## config.mk

```make
export PLATFORM = sky130hd
export DESIGN_NAME = chs_temp_controller
export DESIGN_NICKNAME = d
export VERILOG_FILES = /design/src/rtl/chs_temp_controller.sv
export SDC_FILE = /design/constraint.sdc
export NUM_CORES = 1
export LEC_CHECK = 0
export BUFFER_PORTS_ARGS = -buffer_cell sky130_fd_sc_hd__buf_2
export CAP_MARGIN = 0
export CORE_MARGIN = 1
export CORE_UTILIZATION = 55
export DETAILED_ROUTE_END_ITERATION = 8
export GPL_TIMING_DRIVEN = 0
export PLACE_DENSITY_LB_ADDON = 0.12
export SYNTH_ARGS = -nofsm -noshare
export SYNTH_HDL_FRONTEND = slang
export SYNTH_SLANG_ARGS = --single-unit
```

## constraint.sdc

```tcl
create_clock -name clk -period 8.3 [get_ports clk]
set_clock_uncertainty 0.15 [all_clocks]
set_input_delay 1.66 -clock clk [delete_from_list [all_inputs] [get_ports clk]]
set_output_delay 1.66 -clock clk [all_outputs]
set_load 0.02 [all_outputs]
```

## src/rtl/chs_temp_controller.sv

```systemverilog
// chs_temp_controller: 4-sample moving-average temperature filter that feeds
// the cool/heat stage, plus a slew-limited fan speed derived from setpoint error.
//
// Ports:
//   clk          in   1  clock, posedge
//   arst         in   1  asynchronous active-high reset
//   sample       in   8  raw temperature (degrees, unsigned)
//   sample_valid in   1  accept sample on this edge
//   setpoint     in   8  desired temperature (degrees)
//   chs_conf     out  8  filtered temperature (registered)
//   conf_valid   out  1  filter window full
//   speed        out  8  fan duty-cycle (registered, slew-limited)
module chs_temp_controller #(
    parameter int GAIN     = 8,
    parameter int DEADBAND = 2,
    parameter int STEP     = 1,
    parameter int RAMP_DIV = 16
) (
    input  logic       clk,
    input  logic       arst,
    input  logic [7:0] sample,
    input  logic       sample_valid,
    input  logic [7:0] setpoint,
    output logic [7:0] chs_conf,
    output logic       conf_valid,
    output logic [7:0] speed
);

    localparam logic [0:0] S_FILL = 1'b0;
    localparam logic [0:0] S_RUN  = 1'b1;

    localparam int PW = (RAMP_DIV > 1) ? $clog2(RAMP_DIV) : 1;

    logic [0:0]    r_state;
    logic [2:0]    r_cnt;
    logic [7:0]    r_buf [4];
    logic [1:0]    r_wptr;
    logic [9:0]    r_sum;
    logic          r_acc;
    logic [7:0]    r_conf;
    logic          r_valid;
    logic [7:0]    r_speed;
    logic [PW-1:0] r_pre;

    logic [9:0]  w_sum_nxt;
    logic [7:0]  w_err;
    logic [15:0] w_prod;
    logic [7:0]  w_target;
    logic        w_tick;
    logic [15:0] w_up;
    logic [7:0]  w_gap;
    logic [7:0]  w_speed_nxt;

    // Buffer starts at zero, so subtracting the oldest entry keeps the sum exact while filling.
    assign w_sum_nxt = r_sum + {2'b00, sample} - {2'b00, r_buf[r_wptr]};

    // Filter datapath and fill/run state
    always_ff @(posedge clk or posedge arst) begin
        if (arst) begin
            r_state <= S_FILL;
            r_cnt   <= 3'd0;
            r_wptr  <= 2'd0;
            r_sum   <= 10'd0;
            r_acc   <= 1'b0;
            r_conf  <= 8'd0;
            r_valid <= 1'b0;
            for (int i = 0; i < 4; i++) r_buf[i] <= 8'd0;
        end else begin
            r_acc <= sample_valid;
            if (sample_valid) begin
                r_buf[r_wptr] <= sample;
                r_wptr        <= r_wptr + 2'd1;
                r_sum         <= w_sum_nxt;
                if (r_state == S_FILL) begin
                    r_cnt <= r_cnt + 3'd1;
                    if (r_cnt == 3'd3) r_state <= S_RUN;
                end
            end
            // Output follows the accept by one cycle, using the sum it produced.
            if (r_acc && r_state == S_RUN) begin
                r_conf  <= r_sum[9:2];
                r_valid <= 1'b1;
            end
        end
    end

    // Target speed from filtered error
    always_comb begin
        w_err = (r_conf >= setpoint) ? (r_conf - setpoint) : (setpoint - r_conf);
        w_prod = {8'd0, w_err} * 16'(GAIN);
        if (!r_valid || int'(w_err) <= DEADBAND)
            w_target = 8'd0;
        else if (w_prod > 16'd255)
            w_target = 8'd255;
        else
            w_target = w_prod[7:0];
    end

    assign w_tick = (r_pre == PW'(RAMP_DIV - 1));

    // Slew step toward target, clamped at target to avoid overshoot and wrap
    always_comb begin
        w_up        = {8'd0, r_speed} + 16'(STEP);
        w_gap       = r_speed - w_target;
        w_speed_nxt = r_speed;
        if (r_speed < w_target) begin
            if (w_up > {8'd0, w_target}) w_speed_nxt = w_target;
            else                         w_speed_nxt = w_up[7:0];
        end else if (r_speed > w_target) begin
            if ({8'd0, w_gap} > 16'(STEP)) w_speed_nxt = r_speed - 8'(STEP);
            else                           w_speed_nxt = w_target;
        end
    end

    always_ff @(posedge clk or posedge arst) begin
        if (arst) begin
            r_pre   <= '0;
            r_speed <= 8'd0;
        end else begin
            r_pre <= w_tick ? '0 : r_pre + PW'(1);
            if (w_tick) r_speed <= w_speed_nxt;
        end
    end

    assign chs_conf   = r_conf;
    assign conf_valid = r_valid;
    assign speed      = r_speed;

endmodule

```

## Word-level counts from Yosys, hierarchy flattened

Index checks and enable logic that the tools add are counted.

- Eq/ne operators: 2
- Bitwise operators: 2
- Reduce and logical (&&, ||, !) cells: 7
- Order comparisons: 9
- Mux-type cells: 16
- $add $sub $neg: 10

Operator list:

| kind | count |
|---|---|
| 8-bit two-way mux | 10 |
| 32-bit bitwise mux | 1 |
| 8-bit subtractor | 3 |
| 8-bit binary-select mux with 2-bit select | 1 |
| 8-bit demux with 2-bit select | 1 |
| 11-bit by 8-bit > comparator with 1-bit output (second input constant) | 1 |
| 10-bit by 8-bit adder with 10-bit output | 1 |
| 10-bit by 8-bit subtractor with 10-bit output | 1 |
| 8-bit by 1-bit adder with 9-bit output (second input constant) | 1 |
| 9-bit by 8-bit > comparator with 1-bit output | 1 |
| 8-bit greater-or-equal comparator | 1 |
| 8-bit by 1-bit > comparator with 1-bit output (second input constant) | 1 |
| 8-bit > comparator | 1 |
| 8-bit by 2-bit less-or-equal comparator with 1-bit output (second input constant) | 1 |
| 8-bit < comparator | 1 |
| 8-bit by 1-bit subtractor with 8-bit output (second input constant) | 1 |
| 4-bit by 1-bit adder with 4-bit output (second input constant) | 1 |
| 4-bit equality test (second input constant) | 1 |
| 4-bit two-way mux | 1 |
| 2-bit AND reduction | 2 |
| 3-bit by 1-bit adder with 3-bit output (second input constant) | 1 |
| 3-bit by 2-bit equality test with 1-bit output (second input constant) | 1 |
| 3-bit greater-or-equal comparator (second input constant) | 1 |
| 3-bit by 1-bit < comparator with 1-bit output (second input constant) | 1 |
| other kinds (8) | 10 |

- Logic and storage cells: 59
- Register bits after elaboration: 70
- Input bits: 19
- Output and inout port bits: 17

## Logic depth before layout (Yosys ltp)

Gate-level depths: netlist of the first run.

- Depth in word-level cells: 10
- Mapped depth: 23
- Gate-level depth less buffers: 20

## Worst setup path after synthesis of the first run

Ideal clock, no wire load.

- Kind: in2reg
- Start: input setpoint[5]
- End: register r_speed[3] (netlist: speed[3])
- Path buffers: 3
- Arrival: 6.177 ns
- Data required time: 8.030 ns
- Slack: 1.852 ns
- Stages on the path: 23
- Setup time: 0.120 ns
- Path through: inv_1 ha_1 buf_6 a21o_1 a21o_1 a221oi_4 mux2i_1 xor2_1 or3_1 buf_6 nand2_1 inv_1 ha_1 fa_1 nor2b_1 o21a_1 o21ai_0 a221oi_1 and2_1 clkbuf_1 o41ai_1 a22o_1 a41o_1

- Word-level cells in the longest chain between the ends: 10
- Elaborated cells between the ends (all ways): 20
- Those cells by class: add/sub: 3; order compare: 7; mux: 7; reduce/logical: 3

Ends and longest elaborated chain:

| what | RTL line | RTL |
|---|---|---|
| start, declared | 23 | `input logic [7:0] setpoint,` |
| 8-bit subtractor or 8-bit greater-or-equal comparator (tied branches) | 89 | `w_err = (r_conf >= setpoint) ? (r_conf - setpoint) : (setpoint - r_conf);` |
| 8-bit two-way mux * | 89 |  |
| 11-bit by 8-bit > comparator with 1-bit output or 8-bit by 2-bit less-or-equal comparator with 1-bit output (tied branches) | 93, 91 |  |
| 8-bit two-way mux or 1-bit logical OR (tied branches) | 93, 91 |  |
| 8-bit two-way mux * | 91 | `if (!r_valid \|\| int'(w_err) <= DEADBAND)` |
| 8-bit subtractor | 104 | `w_gap = r_speed - w_target;` |
| 8-bit by 1-bit > comparator with 1-bit output | 110 | `if ({8'd0, w_gap} > 16'(STEP)) w_speed_nxt = r_speed - 8'(STEP);` |
| 8-bit two-way mux | 110 |  |
| 8-bit two-way mux | 109 | `end else if (r_speed > w_target) begin` |
| 8-bit two-way mux | 106 | `if (r_speed < w_target) begin` |
| end signal, assigned | 121 | `if (w_tick) r_speed <= w_speed_nxt;` |
| end, declared | 42 | `logic [7:0] r_speed;` |

Every way passes the cells marked *; elsewhere a longest branch is shown, timed or not. The select of a mux whose other input is x is not followed.
A chain may end at the register's enable or synchronous reset.

## Worst setup path after layout of the first run

Ends and elaborated chain as after synthesis.

==> out/metrics.cfg, run 1 <==
[sta]
slew_viol_final = 0
fin_tns_setup_ns = 0
setup_viol = 0
hold_viol = 0
fin_crit_sh_pct = 83.4
max_slew_margin_pct = 42.4
clock.fmax_ghz = 0.145
worst-slew-pin-transition_ns = 0.864
rsz0062_at_grt = no
fin_crit_ns = 6.92

[setup_path]
setup.worst_path.class = input port to register
worstPathRequired_ns = 8.38
crit_path_max_fanout = 9
endpoint_kind = register
cp-start-kind = input port
worstPathArrival_ns = 7.00

[placed_design]
dp.final_hpwl_mm = 8.47
placedCellCount = 700
place.gp.congestion = 0.859
port_buffers = 35

[logic_synthesis]
synth_area_per_cell_um2 = 9.20
postSynth.asyncResetShare_pct = 100
synthesis.area_um2 = 5120
syn_inst = 557
ys_types = 54
synth_edf_count = 0
ys_ff_latch = 70
ys_warn_count = 0
syn_nets = 638
synthFlopType = dfrtp_1
ys_seq_area_share_pct = 34.2

[clock_network]
post-cts-setup-buffers = 0
cts_tree = built
clk_pin_slew_ns = 0.07
cts.sinks = 70
cts_root_buf = clkbuf_8
post_cts_resized = 0
ctsLongestPathBuffers = 2
cts-buffers-inserted = 9
cts-htree-levels = 3
cts-hold-fix-buffers = 0
clk_latency_ns = 0.35

[global_route]
grt_max_degree = 71
antenna_found_initial = 0
gr-total-overflow = 0
gr-usage-all-layers_pct = 25.1
grt_pass1_wl_mm = 19.4
grt_pass1_vias = 4185

[outcome]
status = complete, but fails checks
violations = design-rule violations

[die]
coreArea_um2 = 8890
die_area_um2 = 9710
die_y_um = 98.5
die_x_um = 98.5
ioPinCount = 36
rows = 34
start_util_pct = 57.6

[detailed_routing]
vias = 4205
drc = 2
routed_wirelength_mm = 11.4
antenna_left = 0
viasPerCell = 5.87
wl_per_cell_um = 15.9
dr.pass1.iters = 7
drtIter0Drc = 185

[final_layout]
area_delta_synth_final_pct = 10.0
num_antenna_cells = 0
fin_nets = 684
regArea_um2 = 1750
fin_cells = 716
nFillCells = 774
drive_above_1_share_pct = 12.0
multi_input_area_um2 = 3030

[power_and_ir_drop]
peakVddDrop_v = 0.000194
powerDensity_nw_per_um2 = 406
leakage_nw = 2.80

[flow_run]
maxCapViolCount = 0

[min_path]
worstHoldPathType = register to register

==> placed cells by master, fill, tap and decap left out, types with 5 or more instances in the layout <==
| cell | instances |
|---|---|
| dfrtp_1 | 70 |
| nand2_1 | 69 |
| o21ai_0 | 66 |
| inv_1 | 63 |
| ha_1 | 51 |
| buf_2 | 35 |
| a21oi_1 | 26 |
| clkbuf_1 | 21 |
| nand3_1 | 14 |
| a21o_1 | 14 |
| xnor2_1 | 14 |
| fa_1 | 11 |
| nor2_1 | 10 |
| clkbuf_8 | 10 |
| mux2i_1 | 9 |
| xor2_1 | 9 |
| mux4_2 | 8 |
| o211ai_1 | 7 |
| mux2_2 | 7 |
| a31oi_1 | 7 |
| o21a_1 | 6 |
| nand2b_1 | 6 |
| nor3_1 | 5 |
| nor4_1 | 5 |
| nand4_1 | 5 |
==> cells in the mapped netlist, types with 2 or more instances <==
library cell,instances,area share [%]
a211oi_1,3,0.44
a21o_1,14,2.1
a21oi_1,26,2.5
a221oi_1,2,0.34
a22o_1,2,0.34
a31oi_1,7,0.85
a32oi_1,3,0.51
and2_1,2,0.24
and3_1,3,0.37
buf_6,2,0.44
clkbuf_1,20,1.5
dfrtp_1,70,34
fa_1,11,4.3
ha_1,51,12
inv_1,64,4.7
mux2_2,7,1.5
mux2i_1,9,1.8
mux4_2,8,3.5
nand2_1,69,5.1
nand2b_1,6,0.73
nand3_1,14,1.4
nand3b_1,4,0.59
nand4_1,5,0.61
nor2_1,10,0.73
nor2b_1,4,0.49
nor3_1,5,0.49
nor3b_1,4,0.59
nor4_1,5,0.61
o211ai_1,7,1.0
o21a_1,6,0.88
o21ai_0,66,6.4
o311ai_0,2,0.34
o31ai_1,2,0.29
or3_1,3,0.37
xnor2_1,14,2.4
xor2_1,9,1.5
==> sequential cells by signal, summed over array words and instances, names as in the netlist <==
| register | cells |
|---|---|
| r_cnt | 3 |
| conf_valid | 1 |
| r_wptr | 2 |
| r_buf | 32 |
| chs_conf | 8 |
| r_state | 1 |
| r_acc | 1 |
| r_pre | 4 |
| r_sum | 10 |
| speed | 8 |
==> through the flow <==
stage | instance area, um^2 | power (mW) | hold WS, ns | setup WS (ns) | utilization (%)
final | 5640 | 2.29 | 0.335 | 1.38 | 63.4
after global routing | 5640 | 2.53 | 0.358 | 0.997 | 63.4
after CTS | 5640 | 2.29 | 0.338 | 1.47 | 63.4
after detailed placement | 5440 | 2.00 | 0.319 | 1.10 | 61.1
after global placement | 5430 | 1.93 | 0.308 | 1.18 | 61.1
after floorplan | 5120 | 1.68 | 0.290 | 1.85 | -
==> routing by layer <==
| metal | vias to the layer above | part of all wire (%) | global-route usage, % |
|---|---|---|---|
| li1 | 2049 | - | - |
| met1 | 2022 | 45 | 32.5 |
| met2 | 111 | 48 | 42.0 |
| met3 | 23 | 4.3 | 3.90 |
| met4 | 0 | 2.0 | 10.6 |
| met5 | - | 0 | 0 |
==> power breakdown <==
| group | internal, mW | switching [mW] | total (mW) |
|---|---|---|---|
| sequential | 0.476 | 0.0811 | 0.557 |
| clock | 0.147 | 0.135 | 0.283 |
| combinational | 0.622 | 0.829 | 1.45 |
==> critical path, stage by stage <==
cell      delay [ns]
buf_2           0.09
inv_1           0.04
ha_1            0.29
buf_6           0.14
a21o_1          0.20
a21o_1          0.21
a221oi_4        0.54
mux2i_1         0.29
xor2_1          0.10
or3_1           0.40
buf_6           0.15
nand2_1         0.22
inv_1           0.16
ha_1            0.25
fa_1            0.39
nor2b_1         0.15
o21a_1          0.18
o21ai_0         0.09
a221oi_1        0.36
and2_1          0.19
clkbuf_1        0.28
o41ai_1         0.14
a22o_1          0.26
a41o_1          0.20
==> cells by family after synthesis <==
group / synth area share [%]
AOI/OAI and AO/OA: 18.7
xor gates and xnor gates: 3.93
adders and majority gates: 16.8
and+or+nand+nor: 12.9
buffers and inverters: 6.67
DFF: 34.2
muxes: 6.81
==> final cells by class <==
| class | count | share of cell area, % |
|---|---|---|
| Buffer | 23 | 1.80 |
| Tap cell | 108 | 2.40 |
| Sequential cell | 70 | 31.1 |
| Multi-Input combinational cell | 400 | 53.8 |
| Inverter | 64 | 4.31 |
| Timing Repair Buffer | 35 | 3.11 |
| Clock buffer | 11 | 2.51 |
| Clock inverter | 5 | 1.04 |
==> final timing paths <==
| check | slack (ns) | start | endpoint | depth (start not counted) |
|---|---|---|---|---|
| max in group asynchronous | 6.10 | arst | r_wptr[0]$_DFFE_PP0P_ | 2 |
| max | 1.38 | setpoint[5] | speed[3]$_DFFE_PP0P_ | 24 |
| min in group asynchronous | 1.33 | arst | r_buf[10]$_DFFE_PP0P_ | 2 |
| min | 0.34 | r_buf[2]$_DFFE_PP0P_ | r_buf[2]$_DFFE_PP0P_ | 2 |
| min reg2reg | 0.34 | r_buf[2]$_DFFE_PP0P_ | r_buf[2]$_DFFE_PP0P_ | 2 |
| max reg2reg | 2.40 | chs_conf[3]$_DFFE_PP0P_ | speed[3]$_DFFE_PP0P_ | 22 |
Note: power is estimated with default switching activity, not from simulation.
==> run 2, diff against run 1 <==
==> constraint.sdc (replaced) <==
create_clock -name clk -period 6.3 [get_ports clk]
set_clock_uncertainty 0.15 [all_clocks]
set_input_delay 1.26 -clock clk [delete_from_list [all_inputs] [get_ports clk]]
set_output_delay 1.26 -clock clk [all_outputs]
set_load 0.02 [all_outputs]
==> run 2 against run 1 <==
  * The run still ends with design-rule violations left
  * Final cell count did not move
  * Sequential cell count did not move
  * Sequential power up 32%
  * Utilization rose by 0.27 points
  * Combinational power is 33% higher
  * First-iteration DRC count fell by 15%
  * Cell area up 0.42%
  * Critical path depth down 4
  * Critical endpoint unchanged
==> out/metrics.cfg, run 2 (synthesis results as in run 1) <==
[outcome]
status = complete, but fails checks
violations = design-rule violations

[global_route]
gr-usage-all-layers_pct = 25.1  ; about the same
antenna_found_initial = 0  ; unchanged
gr-total-overflow = 0  ; unchanged
grt_max_degree = 71  ; unchanged
grt_pass1_wl_mm = 19.4  ; +0.10%
grt_pass1_vias = 4194  ; +0.22%

[clock_network]
ctsLongestPathBuffers = 2  ; unchanged
clk_latency_ns = 0.35  ; about the same
cts-buffers-inserted = 9  ; unchanged
cts_tree = built
cts-htree-levels = 3  ; unchanged
cts_root_buf = clkbuf_8
clk_pin_slew_ns = 0.08  ; about the same
cts.sinks = 70  ; unchanged

[power_and_ir_drop]
power_switching_mw = 1.39  ; +33%
internal_power_mw = 1.65  ; +32%
powerDensity_nw_per_um2 = 537  ; +32%
sw_frac_of_total_pct = 45.7  ; +0.098 points
leakage_nw = 2.81  ; +0.28%
peakVddDrop_v = 0.000255  ; +32%
p_seq_share_pct = 24.1  ; -0.2 points
clockPowerShare_pct = 12.2  ; about the same
comb_power_share_pct = 63.6  ; +0.2 points

[sta]
slew_viol_final = 0  ; unchanged
fin_crit_sh_pct = 94.7
fin_crit_ns = 5.97
max_slew_margin_pct = 43.1  ; +0.68 points
setup_viol = 0  ; unchanged
hold_viol = 0  ; unchanged
clock.fmax_ghz = 0.168
whs_ns = 0.337  ; +0.00189 ns
worst-slew-pin-transition_ns = 0.854  ; -0.0103 ns
rsz0062_at_grt = no

[setup_path]
crit_path_max_fanout = 9  ; unchanged
worstPathArrival_ns = 6.05  ; -0.95 ns
cp-start-kind = input port
worstPathRequired_ns = 6.39  ; -1.99 ns
setup.worst_path.class = input port to register
endpoint_kind = register
ff2ff_setup_slack_ns = 0.95  ; -1.45 ns

[final_layout]
fin_nets = 684  ; unchanged
largest_reg_flops = 32  ; unchanged
drive_above_1_share_pct = 13.3  ; +1.3 points
num_antenna_cells = 0  ; unchanged
reg_top3 = r_buf (32), r_sum (10)
mostFrequentLayoutCells = dfrtp_1 (70), nand2_1 (67), o21ai_0 (66)
mostFrequentLayoutCell = dfrtp_1
area_delta_synth_final_pct = 10.5
regMostFlops = r_buf
final_util_pct = 63.7  ; +0.27 points

[die]
coreArea_um2 = 8890  ; unchanged
die_area_um2 = 9710  ; unchanged
rows = 34  ; unchanged
start_util_pct = 57.6  ; unchanged
die_x_um = 98.5  ; unchanged
ioPinCount = 36  ; unchanged
die_y_um = 98.5  ; unchanged

[placed_design]
place.gp.congestion = 0.859  ; unchanged
port_buffers = 35  ; unchanged
dp.final_hpwl_mm = 8.47  ; unchanged

[detailed_routing]
drc = 2  ; unchanged
routed_wirelength_mm = 11.4  ; +0.26%
dr.pass1.iters = 6  ; -1
viasPerCell = 5.88  ; +0.14%
wl_per_cell_um = 15.9  ; +0.26%
antenna_left = 0  ; unchanged
vias = 4211  ; +0.14%
drtIter0Drc = 158  ; -15%

[flow_run]
maxCapViolCount = 0  ; unchanged

[min_path]
worstHoldPathType = register to register

==> run 2: changes by cell type in the layout (fill, tap and decap cells not counted) <==
cell,change
a21boi_0,-1
a21boi_1,+1
a21oi_1,-1
a21oi_2,+1
a221oi_1,-1
a221oi_2,+1
and2_1,-1
and2_4,+1
buf_4,+1
clkbuf_1,-3
clkbuf_2,+2
nand2_1,-2
nand2_2,+2
==> run 2: path summary, 6_finish.rpt <==
check,start,endpoint,cells after the start
max in group asynchronous,arst,chs_conf[7]$_DFFE_PP0P_,2
hold / removal,r_buf[3]$_DFFE_PP0P_,r_buf[3]$_DFFE_PP0P_,2
setup / recovery,setpoint[5],speed[3]$_DFFE_PP0P_,20
hold reg to reg,r_buf[3]$_DFFE_PP0P_,r_buf[3]$_DFFE_PP0P_,2
min in group asynchronous,arst,r_buf[10]$_DFFE_PP0P_,2
setup reg to reg,chs_conf[3]$_DFFE_PP0P_,speed[3]$_DFFE_PP0P_,18
==> run 2: cell type report <==
type                            instances  area, um^2
Timing Repair Buffer                   36         183
Sequential cell                        70        1750
Clock inverter                          5        58.8
Clock buffer                           11         141
Inverter                               64         243
Fill cell                             768        3230
Tap cell                              108         135
Buffer                                 22         100
Multi-Input combinational cell        400        3050
==> run 2: critical path, cell delays in order <==
cell and delay [ns]:
buf_2 0.09, inv_1 0.04, ha_1 0.29, buf_6 0.14, a21o_1 0.20, a21o_1 0.21
a221oi_4 0.40, mux2i_1 0.27, xor2_1 0.10, or3_1 0.40, buf_6 0.15, o21ai_0 0.41
ha_1 0.40, or4b_2 0.63, a22o_1 0.21, nand2_1 0.10, and2_4 0.20, o41ai_1 0.09
a22o_1 0.25, a41o_1 0.20
==> run 2: timing repair <==
action                                 CTS  global route
endpoints found under the hold margin    0             0
setup endpoints to repair                6             8
buffers inserted                         1             0
pin swaps                                1             1
resized for setup                        0            11
hold buffers                             0             0
==> run 2: power by group through the flow <==
stage          logic, mW  clock network [mW]  registers, mW
2_1_floorplan       1.48                   0          0.738
3_5_place_dp        1.89                   0          0.740
6_report            1.93               0.372          0.734
3_3_place_gp        1.81                   0          0.730
4_1_cts             1.91               0.379          0.734
5_1_grt             2.19               0.395          0.757
==> run 2: metrics by stage <==
stage	power (mW)	cell area [um^2]	setup TNS, ns	worst slack (ns)	cells
CTS	3.03	5640	0	0.00514	717
floorplan	2.22	5120	0	0.252	557
detailed placement	2.63	5440	-3.47	-0.497	700
finish	3.04	5660	0	0.332	716
global route	3.35	5660	0	0.0452	716
global placement	2.54	5430	-2.82	-0.418	700
==> run 2: per-layer routing <==
layer | GRT usage, % | part of all wire (%)
met5 | 0 | 0
met4 | 10.6 | 2.0
met3 | 3.90 | 4.2
met2 | 42.0 | 48
met1 | 32.6 | 46
